### config.mk
export PLATFORM = sky130hd
export DESIGN_NAME = result_unloader
export DESIGN_NICKNAME = d
export VERILOG_FILES = /design/src/rtl/result_unloader.sv
export SDC_FILE = /design/constraint.sdc
export NUM_CORES = 1
export LEC_CHECK = 0
export ABC_AREA = 1
export ABC_CLOCK_PERIOD_IN_PS = 20700
export BUFFER_PORTS_ARGS = -buffer_cell sky130_fd_sc_hd__buf_2
export CORE_AREA = 3 3 159 161
export DETAILED_ROUTE_END_ITERATION = 16
export DIE_AREA = 0 0 162 164
export PLACE_DENSITY_LB_ADDON = 0.15
export SLEW_MARGIN = 20
export SYNTH_ARGS = -nofsm -noshare
export SYNTH_HDL_FRONTEND = slang
export SYNTH_SLANG_ARGS = --single-unit
### constraint.sdc
create_clock -name clk -period 20.7 [get_ports clk]
set_input_delay 1.035 -clock clk [delete_from_list [all_inputs] [get_ports clk]]
set_output_delay 1.035 -clock clk [all_outputs]
set_load 0.05 [all_outputs]
### src/rtl/result_unloader.sv
// rtl/result_unloader.sv - drains the result matrix from data memory onto a valid/ready stream
// Optional feature macro: UNLOAD_CHECKSUM_EN (appends a 16-bit wrap-around sum beat).
module result_unloader #(
  parameter int ADDR_W   = 8,
  parameter int DATA_W   = 16,
  parameter int NCORES   = 4,
  parameter int HDR_BASE = 0
) (
  input  logic              clk,
  input  logic              rst_n,
  input  logic [NCORES-1:0] core_mask_i,
  input  logic [NCORES-1:0] end_process_i,
  output logic [ADDR_W-1:0] mem_addr_o,
  input  logic [DATA_W-1:0] mem_rd_data_i,
  output logic [DATA_W-1:0] out_data_o,
  output logic              out_valid_o,
  input  logic              out_ready_i,
  output logic              out_last_o,
  output logic              busy_o,
  output logic              done_o,
  output logic              err_o
);

  typedef enum logic [2:0] {S_IDLE, S_HDR, S_CALC, S_STREAM, S_DONE} state_t;

  state_t            state_q;
  logic [ADDR_W-1:0] rd_addr_q;
  logic [1:0]        hdr_cnt_q;
  logic [7:0]        dim_i_q, dim_j_q, dim_k_q;
  logic [16:0]       remaining_q, beats_left_q;
  logic              vld_q;
  logic [DATA_W-1:0] fifo_q [2];
  logic              wr_ptr_q, rd_ptr_q;
  logic [1:0]        occ_q;
  logic              busy_q, done_q, err_q;
`ifdef UNLOAD_CHECKSUM_EN
  logic [DATA_W-1:0] sum_q;
  logic              cks_pend_q;
`endif

  logic              trigger, pop, issue, push, cks_push, over;
  logic [16:0]       base, count;
  logic [2:0]        occ_after_pop;
  logic [DATA_W-1:0] push_data;

  // The memory read has no side effects, so mem_addr is always the next stream
  // address; a read only "counts" in the cycle where issue is asserted.
  always_comb begin
    trigger       = (core_mask_i != '0) && (end_process_i == core_mask_i);
    pop           = (occ_q != 2'd0) && out_ready_i;
    base          = 17'(HDR_BASE + 3) + 17'(dim_i_q) * 17'(dim_j_q)
                  + 17'(dim_j_q) * 17'(dim_k_q);
    count         = 17'(dim_i_q) * 17'(dim_k_q);
    over          = ({1'b0, base} + {1'b0, count}) > 18'(2 ** ADDR_W);
    occ_after_pop = {1'b0, occ_q} - 3'(pop);
    issue         = (state_q == S_STREAM) && (remaining_q != 17'd0)
                  && ((occ_after_pop + 3'(vld_q)) < 3'd2);
`ifdef UNLOAD_CHECKSUM_EN
    cks_push      = (state_q == S_STREAM) && (remaining_q == 17'd0) && !vld_q
                  && cks_pend_q && (occ_after_pop < 3'd2);
    push_data     = cks_push ? sum_q : mem_rd_data_i;
`else
    cks_push      = 1'b0;
    push_data     = mem_rd_data_i;
`endif
    push          = vld_q || cks_push;
  end

  always_ff @(posedge clk or negedge rst_n) begin
    if (!rst_n) begin
      state_q      <= S_IDLE;
      rd_addr_q    <= '0;
      hdr_cnt_q    <= 2'd0;
      dim_i_q      <= 8'd0;
      dim_j_q      <= 8'd0;
      dim_k_q      <= 8'd0;
      remaining_q  <= 17'd0;
      beats_left_q <= 17'd0;
      vld_q        <= 1'b0;
      fifo_q[0]    <= '0;
      fifo_q[1]    <= '0;
      wr_ptr_q     <= 1'b0;
      rd_ptr_q     <= 1'b0;
      occ_q        <= 2'd0;
      busy_q       <= 1'b0;
      done_q       <= 1'b0;
      err_q        <= 1'b0;
`ifdef UNLOAD_CHECKSUM_EN
      sum_q        <= '0;
      cks_pend_q   <= 1'b0;
`endif
    end else begin
      vld_q <= issue;
      if (issue) begin
        rd_addr_q   <= rd_addr_q + ADDR_W'(1);
        remaining_q <= remaining_q - 17'd1;
      end
      if (push) begin
        fifo_q[wr_ptr_q] <= push_data;
        wr_ptr_q         <= ~wr_ptr_q;
      end
      if (pop) begin
        rd_ptr_q     <= ~rd_ptr_q;
        beats_left_q <= beats_left_q - 17'd1;
      end
      occ_q <= occ_q + {1'b0, push} - {1'b0, pop};
`ifdef UNLOAD_CHECKSUM_EN
      if (vld_q)    sum_q      <= sum_q + mem_rd_data_i;
      if (cks_push) cks_pend_q <= 1'b0;
`endif
      case (state_q)
        S_IDLE: begin
          if (trigger) begin
            state_q   <= S_HDR;
            rd_addr_q <= ADDR_W'(HDR_BASE);
            hdr_cnt_q <= 2'd0;
            busy_q    <= 1'b1;
          end
        end
        S_HDR: begin
          hdr_cnt_q <= hdr_cnt_q + 2'd1;
          if (hdr_cnt_q < 2'd2) rd_addr_q <= rd_addr_q + ADDR_W'(1);
          case (hdr_cnt_q)
            2'd1:    dim_i_q <= mem_rd_data_i[7:0];
            2'd2:    dim_j_q <= mem_rd_data_i[7:0];
            2'd3: begin
              dim_k_q <= mem_rd_data_i[7:0];
              state_q <= S_CALC;
            end
            default: ;
          endcase
        end
        S_CALC: begin
          if (count == 17'd0) begin
`ifdef UNLOAD_CHECKSUM_EN
            state_q      <= S_STREAM;
            remaining_q  <= 17'd0;
            beats_left_q <= 17'd1;
            sum_q        <= '0;
            cks_pend_q   <= 1'b1;
`else
            state_q      <= S_DONE;
            busy_q       <= 1'b0;
            done_q       <= 1'b1;
`endif
          end else if (over) begin
            state_q <= S_DONE;
            busy_q  <= 1'b0;
            done_q  <= 1'b1;
            err_q   <= 1'b1;
          end else begin
            state_q     <= S_STREAM;
            rd_addr_q   <= base[ADDR_W-1:0];
            remaining_q <= count;
`ifdef UNLOAD_CHECKSUM_EN
            beats_left_q <= count + 17'd1;
            sum_q        <= '0;
            cks_pend_q   <= 1'b1;
`else
            beats_left_q <= count;
`endif
          end
        end
        S_STREAM: begin
          if (pop && (beats_left_q == 17'd1)) begin
            state_q <= S_DONE;
            busy_q  <= 1'b0;
            done_q  <= 1'b1;
          end
        end
        S_DONE: begin
          if (end_process_i == '0) begin
            state_q <= S_IDLE;
            done_q  <= 1'b0;
            err_q   <= 1'b0;
          end
        end
        default: state_q <= S_IDLE;
      endcase
    end
  end

  assign mem_addr_o  = rd_addr_q;
  assign out_data_o  = fifo_q[rd_ptr_q];
  assign out_valid_o = (occ_q != 2'd0);
  assign out_last_o  = out_valid_o && (beats_left_q == 17'd1);
  assign busy_o      = busy_q;
  assign done_o      = done_q;
  assign err_o       = err_q;

endmodule

==> out/results.ini <==
[cells_and_area]
antenna_cells=0
fillers=2332
nets=2237
area_delta_synth_final_pct=5.24
drive_gt1_frac=0.0517

[detailed_routing]
vias_per_cell=5.07
remaining_drc_errors=0
via_count=11546
drt-total-wl_um=31600
dr.pass1.iters=5
drt_iter0_markers=598
ant_nets=0
wire_per_inst_um=13.9

[clocking]
cts.sinks=111
clk_pin_slew_ns=0.08
cts_setup_buffers=0
hold_buffers=0
cts-root-buf=clkbuf_16
clock_path_buffers=2
cts_tree=done
clock_latency_ns=0.36
cts-buffers-inserted=9
post_cts_resized=0
htree_levels=3

[timing]
fmax_ghz=0.124
setup_tns_ns=0
slew_violations=0
finalHoldViolCount=0
post-route-period-util=0.388
grt_setup_unrepaired=no
worst_slew_pin_slew_ns=0.979
skew_ns=0.0130
finalCriticalPeriod_ns=8.04
setup_viol=0
slew_headroom=0.342

[hold_path]
min_from=done_o
whs_endpoint=done_o
min_path_cells=2
min_path_type=flop to flop

[floorplan]
ioPinCount=56
die_area_um2=26600
die_h_um=164
rows=57
die_w_um=162
initial_core_util=0.575
coreArea_um2=24100

[setup_path]
reg2regPathDepth=35
r2r_slack_ns=12.66
worstPathMaxFanout=29
crit_slowest_cell=dfrtp_1
reg2reg_to=busy_o
cp.required_ns=21.00
cpMostUsedCell=nand2_1
critical_path_arrival_ns=8.34
critical_path.max_stage_delay_ns=0.64
endpoint_kind=flop
rr_startpoint=dim_i_q[3]
start_kind=flop
critPathKind=flop to flop

[synth]
synth-seq-cells=111
seq_area_frac_synth=0.200
synth.most_common_cell=nand2_1
synth_area_um2=13900
synth_top_area_frac=0.200
synth_ff_type=dfrtp_1
ys_warn_count=0
synthArstFlopShare=1.00
synth_area_leaders=dfrtp_1, fa_1, nand2_1
syn_inst=1955
synth_edf_count=0
syn_area_per_cell_um2=7.09
synth_common_cells=nand2_1, inv_1, fa_1
synth_area_leader_cell=dfrtp_1
syn_nets=2243
ys_types=42

[placement]
hpwl_um=24800
io_buffers=55
gp_congestion=0.872

[global_routing]
grt_pass1_vias=11175
antenna_found_initial=0
grt_max_degree=70
grt_pass1_wl_um=53300
grt_use_total=0.245
overflow=0

[job]
cap_violations=0

[status]
status=completed

[cells in the final DEF, fill, tap and decap left out, drive strengths merged]
master	instances
nand2	592
inv	482
fa	137
ha	124
dfrtp	111
o21ai	105
nor2	83
nand3	78
buf	57
xor2	36
a21oi	35
nand4	34
nor3	14
xnor2	13
or2	10
clkbuf	9
nor4	7
nand3b	4
o21bai	3
a31oi	3
and2	3
o22ai	3
clkinv	3
o211ai	2
a21boi	1
o2111ai	1
o31ai	1
and3	1
a22oi	1
bufinv	1
[stage by stage]
stage | hold slack (ns) | instances | utilization | cell area [um^2] | setup WS, ns
floorplan | 0.453 | 1955 | - | 13900 | 13.63
finish | 0.479 | 2278 | 0.605 | 14600 | 12.66
global route | 0.515 | 2278 | 0.605 | 14600 | 11.91
CTS | 0.484 | 2278 | 0.605 | 14600 | 12.69
global placement | 0.457 | 2262 | 0.592 | 14300 | 12.87
detailed placement | 0.464 | 2262 | 0.592 | 14300 | 12.71
[how the worst max path moves through the flow]
stage	from	to	slack [ns]	depth (start not counted)
after global placement	dim_i_q[5]	state_q[2]	12.87	34
after CTS	dim_j_q[5]	busy_o	12.69	35
final	dim_i_q[3]	busy_o	12.66	35
after floorplan	dim_j_q[7]	remaining_q[6]	13.63	36
after global routing	dim_j_q[5]	busy_o	11.91	36
after detailed placement	dim_j_q[5]	state_q[2]	12.71	34
[cell type report]
class / count / area (um^2) / area share
timing repair buffer: 57 / 293 / 0.0201
clock buffer: 9 / 225 / 0.0154
clock inverter: 7 / 105 / 0.00720
sequential: 111 / 2780 / 0.190
multi-input combinational: 1291 / 8990 / 0.616
tap: 324 / 405 / 0.0278
inverter: 479 / 1800 / 0.123
[kinds of logic (layout without fill, tap and decap cells)]
| logic type | count (synthesis) | after routing | synth area share |
|---|---|---|---|
| AND/OR/NAND/NOR | 826 | 826 | 0.249 |
| buffers and inverters | 553 | 552 | 0.151 |
| adder cells (fa/ha/maj) | 261 | 261 | 0.310 |
| AO/OA/AOI/OAI | 155 | 155 | 0.0587 |
| flip-flops | 111 | 111 | 0.200 |
| XOR/XNOR | 49 | 49 | 0.0309 |
[critical path: cells and delay by family, from the launching register on]
kind	cells	cell delay, ns
AND/OR/NAND/NOR	18	2.65
buffers and inverters	6	0.33
XOR/XNOR	1	0.15
AO/OA/AOI/OAI	2	0.27
flip-flops	1	0.64
adder cells (fa/ha/maj)	8	3.90
[registers in the layout, summed over array words and instances, names as in the netlist, 3 cells and up]
name,count
remaining_q,17
beats_left_q,17
dim_k_q,8
dim_i_q,8
state_q,3
dim_j_q,8
fifo_q,32
mem_addr_o,8
[layer usage]
metal  GRT usage  vias to the layer above  wire (um)
li1            -                     5813          -
met4      0.0644                        0        791
met5           0                        -          0
met1       0.338                     5476      14500
met3      0.0240                       38       1250
met2       0.418                      219      15100
Power is not shown: default switching activity piles up to over one toggle a cycle in this logic, so the estimate is an artifact.
